`src/rtl/frame_scan_ctrl.sv`:
```
// Purpose: loads a W-bit frame, streams it MSB-first through a "01"-edge detector and counts the hits.
// Latency: busy for W+1 cycles after the accept edge; done pulses W cycles after accept; one frame per W+2 cycles.
// Backpressure: none; start is sampled only in IDLE and is dropped (not queued) while busy, including the DONE cycle.
module frame_scan_ctrl #(
  parameter int W  = 8,
  parameter int CW = 4
) (
  input  logic          clk,
  input  logic          clr,
  input  logic          start,
  input  logic [W-1:0]  data,
  output logic          busy,
  output logic          hit,
  output logic          done,
  output logic [CW-1:0] count
);

  localparam int IW = (W > 1) ? $clog2(W) : 1;
  localparam logic [IW-1:0] LAST_IDX = IW'(W - 1);

  localparam logic [1:0] ST_IDLE  = 2'd0;
  localparam logic [1:0] ST_SHIFT = 2'd1;
  localparam logic [1:0] ST_DONE  = 2'd2;

  localparam logic [2:0] S0 = 3'd0;
  localparam logic [2:0] S1 = 3'd1;
  localparam logic [2:0] S2 = 3'd2;
  localparam logic [2:0] S3 = 3'd3;
  localparam logic [2:0] S4 = 3'd4;

  logic [1:0]    state;
  logic [1:0]    state_nxt;
  logic [2:0]    det;
  logic [2:0]    det_nxt;
  logic          det_out;
  logic [W-1:0]  sreg;
  logic [IW-1:0] idx;
  logic          accept;
  logic          cur_bit;

  assign accept  = (state == ST_IDLE) && start;
  assign cur_bit = sreg[W-1];

  // Controller state register
  always_ff @(posedge clk or negedge clr) begin
    if (!clr) begin
      state <= ST_IDLE;
    end else begin
      state <= state_nxt;
    end
  end

  // Controller next-state: leave SHIFT on the edge that consumes the last bit
  always_comb begin
    state_nxt = state;
    case (state)
      ST_IDLE:  if (start) state_nxt = ST_SHIFT;
      ST_SHIFT: if (idx == LAST_IDX) state_nxt = ST_DONE;
      ST_DONE:  state_nxt = ST_IDLE;
      default:  state_nxt = ST_IDLE;
    endcase
  end

  // Controller outputs; hit is only meaningful while bits are being presented
  always_comb begin
    busy = (state != ST_IDLE);
    done = (state == ST_DONE);
    hit  = (state == ST_SHIFT) && det_out;
  end

  // Mealy "01" detector: S1 marks one leading zero, so an edge at bit 1 cannot hit
  always_comb begin
    det_nxt = S0;
    det_out = 1'b0;
    case (det)
      S0: det_nxt = cur_bit ? S3 : S1;
      S1: det_nxt = cur_bit ? S3 : S2;
      S2: begin
        det_nxt = cur_bit ? S3 : S2;
        det_out = cur_bit;
      end
      S3: det_nxt = cur_bit ? S3 : S4;
      S4: begin
        det_nxt = cur_bit ? S3 : S2;
        det_out = cur_bit;
      end
      default: begin
        det_nxt = S0;
        det_out = 1'b0;
      end
    endcase
  end

  // Datapath: load on accept, shift/advance/count once per SHIFT cycle
  always_ff @(posedge clk or negedge clr) begin
    if (!clr) begin
      sreg  <= '0;
      idx   <= '0;
      count <= '0;
      det   <= S0;
    end else if (accept) begin
      sreg  <= data;
      idx   <= '0;
      count <= '0;
      det   <= S0;
    end else if (state == ST_SHIFT) begin
      sreg <= {sreg[W-2:0], 1'b0};
      idx  <= idx + 1'b1;
      det  <= det_nxt;
      if (hit && (count != {CW{1'b1}})) begin
        count <= count + 1'b1;
      end
    end
  end

endmodule
```
`config.mk`:
```
export PLATFORM = sky130hd
export DESIGN_NAME = frame_scan_ctrl
export DESIGN_NICKNAME = d
export VERILOG_FILES = /design/src/rtl/frame_scan_ctrl.sv
export SDC_FILE = /design/constraint.sdc
export NUM_CORES = 1
export LEC_CHECK = 0
export BUFFER_PORTS_ARGS = -buffer_cell sky130_fd_sc_hd__buf_2
export CORE_MARGIN = 2
export CORE_UTILIZATION = 48
export DETAILED_ROUTE_END_ITERATION = 10
export PLACE_DENSITY = 0.84
export SYNTH_ARGS = -nofsm -noshare
export SYNTH_HDL_FRONTEND = slang
export SYNTH_SLANG_ARGS = --single-unit
```
`constraint.sdc`:
```
create_clock -name clk -period 1.4 [get_ports clk]
set_clock_uncertainty 0.15 [all_clocks]
set_input_delay 0.28 -clock clk [delete_from_list [all_inputs] [get_ports clk]]
set_output_delay 0.28 -clock clk [all_outputs]
set_load 0.005 [all_outputs]
```
# Word-level counts from Yosys, hierarchy flattened
# Index checks and enable logic that the tools add are counted.
# totals
in_bits	11
out_inout_bits	7
register_bits	20
word_cells	46
# classes
muxes	17
n_addsub	2
reduce_logical	12
eq_ne	10
# ops
op	count
$mux 8	2
$mux 3	5
$mux 4	3
$pmux 3 s3	1
$eq 3x2->1 const B	2
$eq 3x3->1 const B	2
$mux 2	3
$reduce_bool 2->1	3
$add 4x1->4 const B	1
$ne 2x2->1 const B	2
$ne 4x4->1 const B	1
$pmux 2 s2	1
$reduce_and 2->1	2
$add 3x1->3 const B	1
$eq 3x1->1 const B	1
$logic_and 1x1->1	3
$logic_not 3->1	1
$reduce_or 3->1	1
$eq 2x1->1 const B	1
$eq 2x2->1 const B	1
$logic_not 2->1	1
$mux 1	2
$reduce_or 2->1	1

# Logic depth before layout (Yosys ltp)
# logic_depth
word_depth	8
ltp_mapped	5
depth_no_buf	4

# Least setup slack after synthesis
# Ideal clock, no wire load.
# synth_timing
path_type	register -> output
from	register state[1]
to	output hit
path_slack_ns	-0.036
t_arrival_ns	1.006
required_ns	0.970
path_stages_with_launch	4
path_buffers	1
path_cell_list	dfrtp_1 > and4bb_4 > and2_4 > buf_6
# synth_via
elab_chain_len	2
# synth_lines
item	line	rtl
start, declared	31	logic [1:0] state;
start signal, assigned	49	state <= state_nxt;
$eq 2x1->1	68	hit = (state == ST_SHIFT) && det_out;
$logic_and 1x1->1	68	
end, declared	13	output logic hit,
# Every way passes these cells.

# Worst setup path in the final report
# layout_timing
from	register det[0]
to	output hit
# layout_via
elab_chain_len	4
word_cells_on_any_way	5
cone_classes	2 x eq/ne; 1 x mux; 2 x reduce/logical
# layout_lines
item	line	rtl
start, declared	33	logic [2:0] det;
start signal, assigned	109	det <= det_nxt;
$eq 3x3->1 or $eq 3x2->1 (tied branches)	75	case (det)
$reduce_or 2->1 (no line) *	n/a	
$mux 1 *	75	
$logic_and 1x1->1 *	68	
# Every way passes the cells marked *; elsewhere a longest branch is shown, timed or not.

==> run metrics <==
run status=finished, violations left; violated checks=negative setup slack; Yosys warnings=0; Seq/Total Area, Yosys=49.5%; clock transition time at the flip-flop clock pins of the worst setup and hold paths=0.12 ns; pin count of the biggest net entering global routing=21; worst r2r src=state[1]; utilization of the core after routing=78.0%; type of origin of the critical path=flop; Power per Cell Area=2160 mW/mm^2; Die Footprint=0.00249 sq mm; Final WS setup=-0.314 ns; ranking of synthesized cells by instance count=24 x nand2_1, 20 x dfrtp_1, 7 x a22oi_1, 6 x o21ai_0; peak supply drop=1120 uV; Routed wire per std cell=16.1 microns; x dimension of the die=49.9 microns; count of maximum capacitance violations=0; core area=0.00198 sq mm; H-tree lvl count=1; area share of the leading cell type in the synthesized netlist=49.5%; flip-flop cell with the highest count after synthesis=dfrtp_1; total of buffers placed on input and output ports=17; Syn-to-layout area delta=53.0%; overall overflow remaining after global route=0; worst-case reg-to-reg path depth=6; post-synthesis register bit count=20; I/O pin cnt=18; Inserted Clock Buffers=3; worst-case hold slack=0.0296 ns; final worst path period share=122%; summed negative setup slack over all endpoints=-1.67 ns; async set or reset register ratio after synthesis=100%; remaining routing DRC violations=0; drt initial violations=16; root cell of the clock tree=clkbuf_4; cell type with the largest total area after synthesis=dfrtp_1; worst-margin pin slew=0.456 ns; summed area of non-filler cells in the final layout=0.00155 sq mm; number of vias per cell after detailed routing=5.57; clock tree buffer depth=2; final max-slew violation count=0; antenna violation net count after detailed routing=0; Post-Syn Nets=112; count of TritonRoute iterations in the first routing pass=4; total of endpoints with negative setup slack in the final report=19; DR vias=924; standard cell area after detailed placement=0.00120 sq mm; via count of the first global-routing pass=885; gate count of the mapped netlist=98; total wirelength of the detailed-routed design=2670 microns; required time of the worst setup path=0.97 ns; die boundary height=49.9 microns; largest cells by area after synthesis=dfrtp_1 50%, nand2_1 8.9%, a22oi_1 5.2%, ha_1 3.7%, o21ai_0 3.0%; global-route wire length before repair=3870 microns; RePlAce Congestion=0.772; clock network latency to the later pin of the worst-skew pair=0.30 ns; total number of nets in the final design=154; aggregate global-route resource usage=20.3%; endpoint of the most critical register-to-register path=count[1]; min Tclk post-route=1.71 ns; Detailed Place HPWL=1490 microns; kind of critical path=flop to output port; initial antenna violation count=0; number of synthesized flops with an enable pin=0; Fmax achieved=0.584 GHz; sort of element at the end of the critical path=output port; TritonCTS clock tree=yes; normalized max-slew margin=69.6%; count of endpoints failing hold in the final timing report=0; post-synthesis instance area=0.00101 sq mm; total power after layout=3.33 mW; diode insertion count for antenna repair=0; total number of clock tree sinks=20; layout cell share with drive strength beyond 1=56.1%; Critical Path AT=1.28 ns; initial core utilization=51.0%; Rows=16; class of the worst hold path=primary input to flop; Critical Path Start=det[0]; cell with the most instances after synthesis=nand2_1; Distinct cells, synth=34; crit path to=hit; reg-to-reg slack, setup=-0.09 ns; unrepaired setup endpoints after global routing=yes; mean area per synthesized cell=10.3 sq um; reported leakage power=0.731 nW; Max Fanout on Critical Path=2
==> layer usage <==
layer / share of wire, % / track usage, % / vias to the layer above
li1: - / - / 431
met1: 43 / 24.3 / 461
met2: 52 / 37.6 / 24
met3: 2.6 / 2.73 / 8
met4: 2.7 / 5.56 / 0
met5: 0 / 0 / -
==> where the power goes <==
part	internal (mW)	switching [mW]	total [mW]	leakage (nW)
Combinational	1.00	0.867	1.87	0.446
Clock	0.289	0.181	0.471	0.0279
Sequential	0.806	0.190	0.996	0.257
==> worst max-delay path: stages, from the launching register on <==
cell	delay (ns)
dfrtp_1	0.40
and4bb_4	0.34
and2_4	0.15
buf_6	0.09
==> sequential cells by signal, summed over array words and instances (netlist names) <==
signal  flops
count       4
sreg        8
state       2
det         3
idx         3
==> worst min path at each step <==
stage | startpoint | end | slack, ns | depth (start not counted)
after CTS | data[4] | sreg[4] | 0.03 | 3
after floorplan | clr | count[0] | -0.17 | 0
after global placement | clr | count[3] | 0.1 | 1
final | data[4] | sreg[4] | 0.03 | 3
after detailed placement | clr | count[2] | 0.10 | 1
after global routing | data[1] | sreg[1] | 0.03 | 3
==> per-stage QoR <==
step | cells | worst slack [ns]
2_1_floorplan | 98 | -0.0334
3_3_place_gp | 151 | 0.0277
3_5_place_dp | 151 | -0.0284
4_1_cts | 160 | -0.319
5_1_grt | 166 | -0.357
6_report | 166 | -0.314
==> final cells by class <==
type	count	area [sq um]
multi-input combinational	71	626
clock buffer	3	22.5
clock inverter	1	30.0
fill	107	435
sequential	20	502
tap	27	33.8
inverter	3	11.3
timing repair buffer	41	322
==> layout by cell type (no fill, tap or decap), types with 2 or more instances in the layout <==
master     n
nor2_1     2
nand2_2    3
a31o_1     2
inv_1      3
a22oi_2    7
buf_4     12
a31oi_2    2
o21ai_1    3
clkbuf_4   3
buf_6     13
a311oi_2   2
ha_1       2
a211oi_2   2
buf_2     15
o21ai_2    3
dfrtp_1   19
nand2_1   21
==> what timing repair did <==
action | in CTS | in global routing
buffers inserted | 4 | 5
hold buffers | 1 | 0
setup endpoints to repair | 15 | 24
pin swaps | 5 | 17
gates cloned | 0 | 2
resized for setup | 22 | 30
hold endpoints to repair | 20 | 0
==> kinds of logic (layout without fill, tap and decap cells) <==
group	after synthesis	count (layout)	share of synthesized area, %
fa+ha+maj	4	4	4.70
simple gates	38	39	19.4
compound gates	26	26	19.4
buf+inv	8	48	4.46
xor+xnor	2	2	2.48
flops	20	20	49.5
Note: power is estimated with default switching activity, not from simulation.
